==> config.mk <==
export PLATFORM = sky130hd
export DESIGN_NAME = bfp_block_decoder
export DESIGN_NICKNAME = d
export VERILOG_FILES = /design/src/rtl/bfp_pkg.sv /design/src/rtl/bfp_expand.sv /design/src/rtl/bfp_block_decoder.sv
export SDC_FILE = /design/constraint.sdc
export NUM_CORES = 1
export LEC_CHECK = 0
export BUFFER_PORTS_ARGS = -buffer_cell sky130_fd_sc_hd__buf_2
export CAP_MARGIN = 40
export CORE_UTILIZATION = 50
export CTS_CLUSTER_SIZE = 28
export DETAILED_ROUTE_END_ITERATION = 8
export GPL_ROUTABILITY_DRIVEN = 0
export PLACE_DENSITY = 0.74
export SLEW_MARGIN = 25
export SYNTH_ARGS = -nofsm -noshare
export SYNTH_HDL_FRONTEND = slang
export SYNTH_SLANG_ARGS = --single-unit
==> constraint.sdc <==
create_clock -name clk -period 2.4 [get_ports clk]
set_input_delay 0.24 -clock clk [delete_from_list [all_inputs] [get_ports clk]]
set_output_delay 0.24 -clock clk [all_outputs]
set_load 0.02 [all_outputs]
==> src/rtl/bfp_pkg.sv <==
// Shared definitions for the BFP encoder/decoder pair: FSM states, header
// field layout and default widths.
package bfp_pkg;

    localparam int unsigned DEF_MANT_W    = 8;
    localparam int unsigned DEF_OUT_W     = 16;
    localparam int unsigned DEF_MAX_SHIFT = DEF_OUT_W - DEF_MANT_W;

    // Header word layout: [7:4] = block length minus one, [3:0] = shift
    localparam int unsigned SHIFT_LSB = 0;
    localparam int unsigned SHIFT_W   = 4;
    localparam int unsigned LEN_LSB   = 4;
    localparam int unsigned LEN_W     = 4;

    typedef enum logic {
        S_HDR,
        S_DATA
    } bfp_state_e;

endpackage

==> src/rtl/bfp_expand.sv <==
// Combinational mantissa expansion: sign-extend and left-shift by the block
// exponent; BFP_DEC_ROUND_EN fills the discarded LSBs with a half-step.
module bfp_expand
    import bfp_pkg::*;
#(
    parameter int unsigned MANT_W = DEF_MANT_W,
    parameter int unsigned OUT_W  = DEF_OUT_W
) (
    input  logic [MANT_W-1:0]  m,
    input  logic [SHIFT_W-1:0] shift,
    output logic [OUT_W-1:0]   sample
);

    logic [OUT_W-1:0] ext;

    always_comb begin
        ext    = {{(OUT_W - MANT_W){m[MANT_W-1]}}, m};
        sample = ext << shift;
`ifdef BFP_DEC_ROUND_EN
        // Shifted-in bits are zero, so OR-ing the midpoint equals adding it
        if (shift != '0) begin
            sample = sample | (OUT_W'(1) << (shift - SHIFT_W'(1)));
        end
`endif
    end

endmodule

==> src/rtl/bfp_block_decoder.sv <==
// Streaming block-floating-point decoder: header word (shift, length) followed
// by mantissas expanded to full-width samples. Optional macro: BFP_DEC_ROUND_EN.
module bfp_block_decoder
    import bfp_pkg::*;
#(
    parameter int unsigned MANT_W    = DEF_MANT_W,
    parameter int unsigned OUT_W     = DEF_OUT_W,
    parameter int unsigned MAX_SHIFT = DEF_MAX_SHIFT
) (
    input  logic              clk,
    input  logic              rst_n,
    input  logic              abort,
    input  logic              in_valid,
    output logic              in_ready,
    input  logic [MANT_W-1:0] in_data,
    output logic              out_valid,
    input  logic              out_ready,
    output logic [OUT_W-1:0]  out_sample,
    output logic              out_last,
    output logic              err_shift,
    output logic [15:0]       block_cnt
);

    localparam logic [SHIFT_W-1:0] MAX_SHIFT_L = SHIFT_W'(MAX_SHIFT);

    bfp_state_e         state, state_next;
    logic [SHIFT_W-1:0] shift_q;
    logic [LEN_W-1:0]   rem_q;

    logic [SHIFT_W-1:0] hdr_shift;
    logic [LEN_W-1:0]   hdr_len;
    logic               shift_over;
    logic               hdr_acc;
    logic               dat_acc;
    logic               last_word;
    logic [OUT_W-1:0]   expanded;

    assign hdr_shift  = in_data[SHIFT_LSB +: SHIFT_W];
    assign hdr_len    = in_data[LEN_LSB +: LEN_W];
    assign shift_over = (hdr_shift > MAX_SHIFT_L);
    assign last_word  = (rem_q == '0);

    // Header needs no output slot; mantissas need the output register free
    always_comb begin
        in_ready = 1'b0;
        if (!abort) begin
            if (state == S_HDR) in_ready = 1'b1;
            else                in_ready = !out_valid || out_ready;
        end
    end

    assign hdr_acc = in_valid && in_ready && (state == S_HDR);
    assign dat_acc = in_valid && in_ready && (state == S_DATA);

    bfp_expand #(
        .MANT_W (MANT_W),
        .OUT_W  (OUT_W)
    ) u_expand (
        .m      (in_data),
        .shift  (shift_q),
        .sample (expanded)
    );

    always_ff @(posedge clk or negedge rst_n) begin
        if (!rst_n) state <= S_HDR;
        else        state <= state_next;
    end

    always_comb begin
        state_next = state;
        if (abort) begin
            state_next = S_HDR;
        end else begin
            case (state)
                S_HDR:   if (hdr_acc) state_next = S_DATA;
                S_DATA:  if (dat_acc && last_word) state_next = S_HDR;
                default: state_next = S_HDR;
            endcase
        end
    end

    always_ff @(posedge clk or negedge rst_n) begin
        if (!rst_n) begin
            shift_q    <= '0;
            rem_q      <= '0;
            out_valid  <= 1'b0;
            out_sample <= '0;
            out_last   <= 1'b0;
            err_shift  <= 1'b0;
            block_cnt  <= '0;
        end else begin
            err_shift <= hdr_acc && shift_over;
            if (abort) begin
                rem_q     <= '0;
                out_valid <= 1'b0;
            end else begin
                if (hdr_acc) begin
                    shift_q <= shift_over ? MAX_SHIFT_L : hdr_shift;
                    rem_q   <= hdr_len;
                end
                if (dat_acc) begin
                    out_valid  <= 1'b1;
                    out_sample <= expanded;
                    out_last   <= last_word;
                    if (last_word) block_cnt <= block_cnt + 16'd1;
                    else           rem_q     <= rem_q - LEN_W'(1);
                end else if (out_ready) begin
                    out_valid <= 1'b0;
                end
            end
        end
    end

endmodule

* Word-level counts from Yosys, hierarchy flattened
Cells that the tools add are included.
** Word-level totals
- Bits in registers :: 44
- Bits in latches :: 0
- Memory bits (writable) :: 0
- Bits in read-only memories :: 0
- Input port bits :: 13
- Word-level logic and storage cells :: 40
- Memories :: 0
** Cells by class
- Add/subtract/negate cells :: 2
- Multipliers :: 0
- Divide/modulo/power cells :: 0
- Magnitude comparators :: 1
- Equality and inequality tests :: 0
- Shifts and indexed selects :: 1
- Mux-type cells :: 14
- Bitwise logic cells :: 2
- Reductions and logical operators :: 12
** Operators with widths (number)
- 4-bit two-way mux :: 5
- 16-bit by 1-bit adder with 16-bit output (second input constant) :: 1
- 16-bit by 4-bit << shifter with 16-bit output :: 1
- 1-bit two-way mux :: 8
- 1-bit logical AND :: 5
- 4-bit > comparator (second input constant) :: 1
- 4-bit zero test :: 1
- 2-bit AND reduction :: 2
- 4-bit by 1-bit subtractor with 4-bit output (second input constant) :: 1
- 3-bit AND reduction :: 1
- 3-bit nonzero test :: 1
- 1-bit inverter :: 2
- 1-bit case mux with 2 select lines :: 1
- 1-bit zero test :: 1
- 1-bit logical OR :: 1

* Logic depth before layout (Yosys ltp)
Gate-level depths: netlist of run 1.
- Depth in word-level cells :: 10
- Mapped depth :: 7

* Hierarchy
From an unflattened synthesis of run 1, not the netlist that was laid out.
** Second synthesis, totals
- Cell total of the unflattened synthesis :: 253
- Area, all modules :: 2453.6 µm²
** By module, submodules not included
- bfp_block_decoder :: instances 1, cells each 185, area an instance 1918.1 µm²
- bfp_expand :: instances 1, cells each 68, area an instance 535.5 µm²

* Worst setup path after synthesis of run 1
No wires, ideal clock.
- Path kind :: reg-to-reg
- Start :: reg rem_q[0]
- End :: reg block_cnt[1]
- Setup time :: 0.125 ns
- Data arrival time :: 1.809 ns
- Data required time :: 2.275 ns
- Slack :: 0.467 ns
- Cell stages (with the launch flop) :: 7
- Path buffers :: 1
- Clock period less this slack :: 1.933 ns
- Cells stage by stage :: dfrtp_1 -> inv_1 -> ha_1 -> or3b_1 -> buf_6 -> nor3_2 -> mux2_2
** On the way
- Cells in the longest elaborated chain, start to end :: 2
** RTL lines
- start, declared :: RTL line bfp_block_decoder.sv:28 : logic [LEN_W-1:0] rem_q;
- start signal, assigned :: RTL line bfp_block_decoder.sv:99 : rem_q <= hdr_len;
- start signal, assigned :: RTL line bfp_block_decoder.sv:106 : else rem_q <= rem_q - LEN_W'(1);
- 4-bit zero test :: RTL line bfp_block_decoder.sv:41 : assign last_word = (rem_q == '0);
- 3-bit AND reduction (no source line)
- end signal, assigned :: RTL line bfp_block_decoder.sv:105 : if (last_word) block_cnt <= block_cnt + 16'd1;
- end, declared :: RTL line bfp_block_decoder.sv:21 : output logic [15:0] block_cnt
No other way between the ends.
A chain may end at the register's enable or synchronous reset.

* Final worst setup path of run 1
- Start :: reg rem_q[0]
- End :: reg block_cnt[9]
Same word-level chain as after synthesis.

==> results.toml, run 1 <==
[setup_path]
max_stage_delay_ns = 0.54
crit_fanout = 8
reg2regPathDepth = 6
critical-path-top-delay-family = "simple AND/OR/NAND/NOR gates"
cp_data_arrival_time_ns = 2.34
reg2reg_from = "rem_q[0]"
critPathLaunchType = "register"
critPathKind = "register to register"
crit_start = "rem_q[0]"
crit_path_end_kind = "register"
critPathBufInv = 1
cp_slowest_cell = "or3b_1"
path_cells = "inv_1, ha_1, or3b_1, nor4_4, nor3b_2, xor2_1"
path_depth = 6
required_ns = 2.63

[clock_network]
cts_num_sinks = 44
htree_num_levels = 2
cts_setup_buffers = 0
path_clk_slew_ns = 0.09
clockBufferDepth = 2
cts_tree = "yes"
cts_root_buf = "clkbuf_8"
clkLatencyLatePin_ns = 0.30
numCtsBuffers = 5

[hold_path]
hold_start = "abort"
hold_depth = 2
min_path_type = "input pin to register"

[synthesis]
synth_area_mm2 = 0.00242
synthCells = 246
synthArstFlopShare = 1.00
yosys_most_used_dff = "dfrtp_1"
synth-warning-count = 0
syn-num-nets = 261
synth_edf_count = 0
ys_seq_elements = 44
synth_cell_type_count = 49
ys_seq_area_frac = 0.455
avgSynthCellArea_um2 = 9.83

[timing]
clock_skew_ns = 0.00601
max_freq_ghz = 0.474
slew_violations = 0
setup_tns_ns = 0
hold_violations = 0
whs_ns = 0.234
slew_headroom = 0.550
finalCriticalPeriod_ns = 2.11
tightestPinTransition_ns = 0.673
rsz0062_at_grt = "no"
min_period_over_period = 0.880
final-setup-viol-count = 0

[pwr]
ir_worst_vdd_mv = 0.325
p_sw_frac = 0.383
p_seq_frac = 0.464
p_int_w = 0.00134
p_switching_w = 0.000833
p_leak_nw = 1.32
clkPwrFrac = 0.212
power_density_mw_per_mm2 = 775
comb_power_share = 0.324

[route]
totalWireLength_mm = 5.41
vias_per_cell = 5.93
drc = 0
wire_per_inst_um = 15.7
ant_nets = 0
first_pass_iters = 4
routed-via-count = 2039
drt_first_iter_violations = 167

[layout]
n_fill_cell = 391
area_growth_pct = 15.9
layout-drive-gt1-share = 0.253
layout_commonest_cell = "buf_2"
layout_common_cells = "buf_2 (48), dfrtp_1 (44), nand2_1 (25)"
nNetsFinal = 306
antenna_cells = 0

[outcome]
status = "finished, final reports clean"

[placed_design]
port_buffers = 48
dp_hpwl_mm = 4.00

[floorplan]
initial_core_util = 0.537
core-area_mm2 = 0.00450
die_h_um = 71.6
io_pins = 49
die_area_mm2 = 0.00512
fp.dieW_um = 71.6
row_count = 24

[grt]
antenna_found_initial = 0
grt_max_degree = 31
grt_overflow = 0
grt_pass1_wl_mm = 9.23
grt_usage = 0.232
grt_pass1_vias = 1876

[job]
cap_viol_max_count = 0
-- final timing paths --
check	to	slack (ns)
worst max-delay path	block_cnt[9]	0.29
worst min-delay path	rem_q[3]	0.23
worst max register to register	block_cnt[9]	0.29
worst min register to register	out_sample[2]	0.47
max in group asynchronous	out_valid	1.52
min in group asynchronous	out_sample[5]	0.39
-- cells by family (layout without fill, tap and decap cells) --
family,count (synthesis),in the layout,synth area share
fa+ha+maj,2,2,0.0103
compound gates,50,50,0.146
buf+inv,27,73,0.0512
simple gates,92,92,0.212
xor+xnor,16,16,0.0579
mux,15,15,0.0678
flops,44,44,0.455
-- registers in the layout (all words and copies together) (netlist names) --
| name | count |
|---|---|
| rem_q | 4 |
| err_shift | 1 |
| shift_q | 4 |
| out_sample | 16 |
| state | 1 |
| block_cnt | 16 |
| out_last | 1 |
| out_valid | 1 |
-- routing by layer --
layer	wire length, um	global-route usage
met5	0	0
met4	55	0.0806
met1	2620	0.341
met2	2450	0.341
met3	286	0.0520
-- Yosys cell counts (2+ instances only) --
cell      number  area, um^2
inv_1          9        33.8
nand3_1       11        55.1
xor2_1         3        26.3
xnor2_1       13         114
or2_2          2        12.5
a311oi_1       4        35.0
nor3b_2        3        37.5
mux2i_1       13         130
a211oi_1       2        15.0
o31ai_1        3        22.5
nor2b_1        3        18.8
nor4_1         3        18.8
nand3b_1       4        30.0
a32oi_1        2        17.5
a211o_1        2        17.5
ha_1           2        25.0
buf_1          3        11.3
nor2_1        17        63.8
a22o_1         3        26.3
and3_1         5        31.3
nor3_1         5        25.0
dfrtp_1       44        1100
nand4_1        8        50.1
a21oi_1        6        30.0
o21ai_0       12        60.1
o211ai_1       3        22.5
buf_2          9        45.0
a31oi_1        2        12.5
clkbuf_1       4        15.0
nand2_1       25        93.8
a221oi_1       3        26.3
-- through the flow --
stage | instances | total power (W) | area (um^2) | util | worst slack, ns
floorplan | 246 | 0.00148 | 2420 | - | 0.467
finish | 344 | 0.00217 | 2800 | 0.622 | 0.289
CTS | 344 | 0.00218 | 2800 | 0.621 | 0.138
detailed placement | 335 | 0.00172 | 2700 | 0.599 | 0.224
global placement | 333 | 0.00170 | 2670 | 0.593 | 0.369
global route | 344 | 0.00231 | 2800 | 0.622 | 0.101
-- area by class of cell --
| class | instances | area [um^2] | share of cell area |
|---|---|---|---|
| multi-input combinational | 175 | 1200 | 0.428 |
| sequential | 44 | 1100 | 0.393 |
| timing repair buffer | 56 | 315 | 0.112 |
| clock buffer | 5 | 68.8 | 0.0246 |
| tap | 52 | 65.1 | 0.0232 |
| inverter | 9 | 33.8 | 0.0121 |
| clock inverter | 3 | 18.8 | 0.00670 |
-- power groups by stage --
stage	combinational, W	clock, W	sequential (W)
after detailed placement	0.000698	0	0.00102
after global routing	0.000771	0.000507	0.00103
after floorplan	0.000361	0	0.00112
after CTS	0.000703	0.000471	0.00101
after global placement	0.000678	0	0.00102
final	0.000704	0.000460	0.00101
-- timing repair --
item                                    CTS  global route
endpoints found under the setup margin    0             1
hold buffers                              1             0
endpoints found under the hold margin    14             0
gates resized for setup                   0             1
Note: power is estimated with default switching activity, not from simulation.
==> run 2, diff against run 1 <==
--- a/config.mk
+++ b/config.mk
@@ -7,11 +7,11 @@
 export LEC_CHECK = 0
 export BUFFER_PORTS_ARGS = -buffer_cell sky130_fd_sc_hd__buf_2
 export CAP_MARGIN = 40
-export CORE_UTILIZATION = 50
+export CORE_UTILIZATION = 55
 export CTS_CLUSTER_SIZE = 28
 export DETAILED_ROUTE_END_ITERATION = 8
 export GPL_ROUTABILITY_DRIVEN = 0
-export PLACE_DENSITY = 0.74
+export PLACE_DENSITY = 0.9
 export SLEW_MARGIN = 25
 export SYNTH_ARGS = -nofsm -noshare
 export SYNTH_HDL_FRONTEND = slang
==> results.toml, run 2 (synthesis gave the netlist of run 1 again) <==
[timing]
setup_tns_ns = 0
final-setup-viol-count = 0
hold_violations = 0
min_period_over_period = 0.894
tightestPinTransition_ns = 0.619
finalCriticalPeriod_ns = 2.15
rsz0062_at_grt = "no"
whs_ns = 0.221
max_freq_ghz = 0.466
fin_ws_ns = 0.253
clock_skew_ns = 0.0100
slew_headroom = 0.577
slew_violations = 0

[grt]
grt_pass1_vias = 1847
grt_pass1_wl_mm = 8.77
grt_usage = 0.257
antenna_found_initial = 0
grt_max_degree = 29
grt_overflow = 0

[route]
routed-via-count = 2088
drc = 0
ant_nets = 0
wire_per_inst_um = 15.9
drt_first_iter_violations = 139
vias_per_cell = 6.09
first_pass_iters = 4
totalWireLength_mm = 5.44

[setup_path]
cp_data_arrival_time_ns = 2.34
critPathLaunchType = "register"
required_ns = 2.60
critPathKind = "register to register"
crit_path_end_kind = "register"
crit_fanout = 8

[layout]
finalNonFillerCells = 343
nNetsFinal = 307
antenna_cells = 0
layout_commonest_cell = "buf_2"
layout-drive-gt1-share = 0.253
layout_common_cells = "buf_2 (48), dfrtp_1 (44), nand2_1 (25)"
reg.largest.list = "block_cnt: 16 flops, out_sample: 16 flops"
area_growth_pct = 17.0

[pwr]
power_density_mw_per_mm2 = 816
p_int_w = 0.00145
p_sw_frac = 0.371
clkPwrFrac = 0.256
ir_worst_vdd_mv = 0.400
p_leak_nw = 1.33
comb_power_share = 0.304
p_seq_frac = 0.440
p_switching_w = 0.000857
total_power_w = 0.00231

[clock_network]
cts_tree = "yes"
cts_num_sinks = 44
ctsResizeCount = 0
clockBufferDepth = 2
path_clk_slew_ns = 0.08
htree_num_levels = 2
numCtsBuffers = 5
ctsHoldBuffers = 1
clkLatencyLatePin_ns = 0.31
cts_root_buf = "clkbuf_8"
cts_setup_buffers = 0

[hold_path]
min_path_type = "input pin to register"

[floorplan]
die_area_mm2 = 0.00467
initial_core_util = 0.588
io_pins = 49
core-area_mm2 = 0.00412
row_count = 23
fp.dieW_um = 68.3
die_h_um = 68.3

[placed_design]
place_inst = 333
dp_hpwl_mm = 3.93
place_ws_ns = 0.288
port_buffers = 48

[outcome]
status = "finished, final reports clean"

[job]
cap_viol_max_count = 0
[run 2: final cells by class]
class	instances	area [um^2]
clock buffers	5	68.8
multi-input cells	175	1190
repair buffers	57	323
fillers	310	1290
flip-flops and latches	44	1100
inverters	9	33.8
clock inverters	3	46.3
well taps	50	62.6
[run 2: worst max-delay path, cell delays in order (launching register included)]
cell and delay, ns:
dfrtp_1 0.41, inv_1 0.09, ha_1 0.21, or3b_1 0.52, nor4_1 0.47, nand4_1 0.19
xnor2_1 0.16
[run 2: worst paths after layout]
| path | slack, ns | cells after the start | to | from |
|---|---|---|---|---|
| max | 0.25 | 6 | block_cnt[15] | rem_q[0] |
| min | 0.22 | 2 | rem_q[3] | abort |
| max reg2reg | 0.25 | 6 | block_cnt[15] | rem_q[0] |
| min reg2reg | 0.47 | 1 | block_cnt[15] | block_cnt[15] |
| max in group asynchronous | 1.49 | 3 | block_cnt[1] | rst_n |
| min in group asynchronous | 0.42 | 2 | block_cnt[11] | rst_n |
[run 2: power groups by stage]
stage,Combinational [W],Sequential (W),Clock (W)
after floorplan,0.000361,0.00112,0
after global placement,0.000673,0.00102,0
after detailed placement,0.000694,0.00103,0
after CTS,0.000701,0.00101,0.000595
after global routing,0.000774,0.00104,0.000622
final,0.000702,0.00102,0.000590
[run 2: per-layer routing]
metal / up-vias / routed length, um / part of all wire / global-route usage
li1: 986 / - / - / -
met1: 1001 / 2370 / 0.44 / 0.348
met2: 94 / 2570 / 0.47 / 0.388
met3: 7 / 406 / 0.075 / 0.0650
met4: 0 / 95 / 0.017 / 0.107
met5: - / 0 / 0 / 0
[run 2: per-stage QoR]
stage,util,cell area [um^2]
after detailed placement,0.655,2700
after global placement,0.650,2680
after CTS,0.686,2820
after global routing,0.687,2830
after floorplan,-,2420
final,0.687,2830
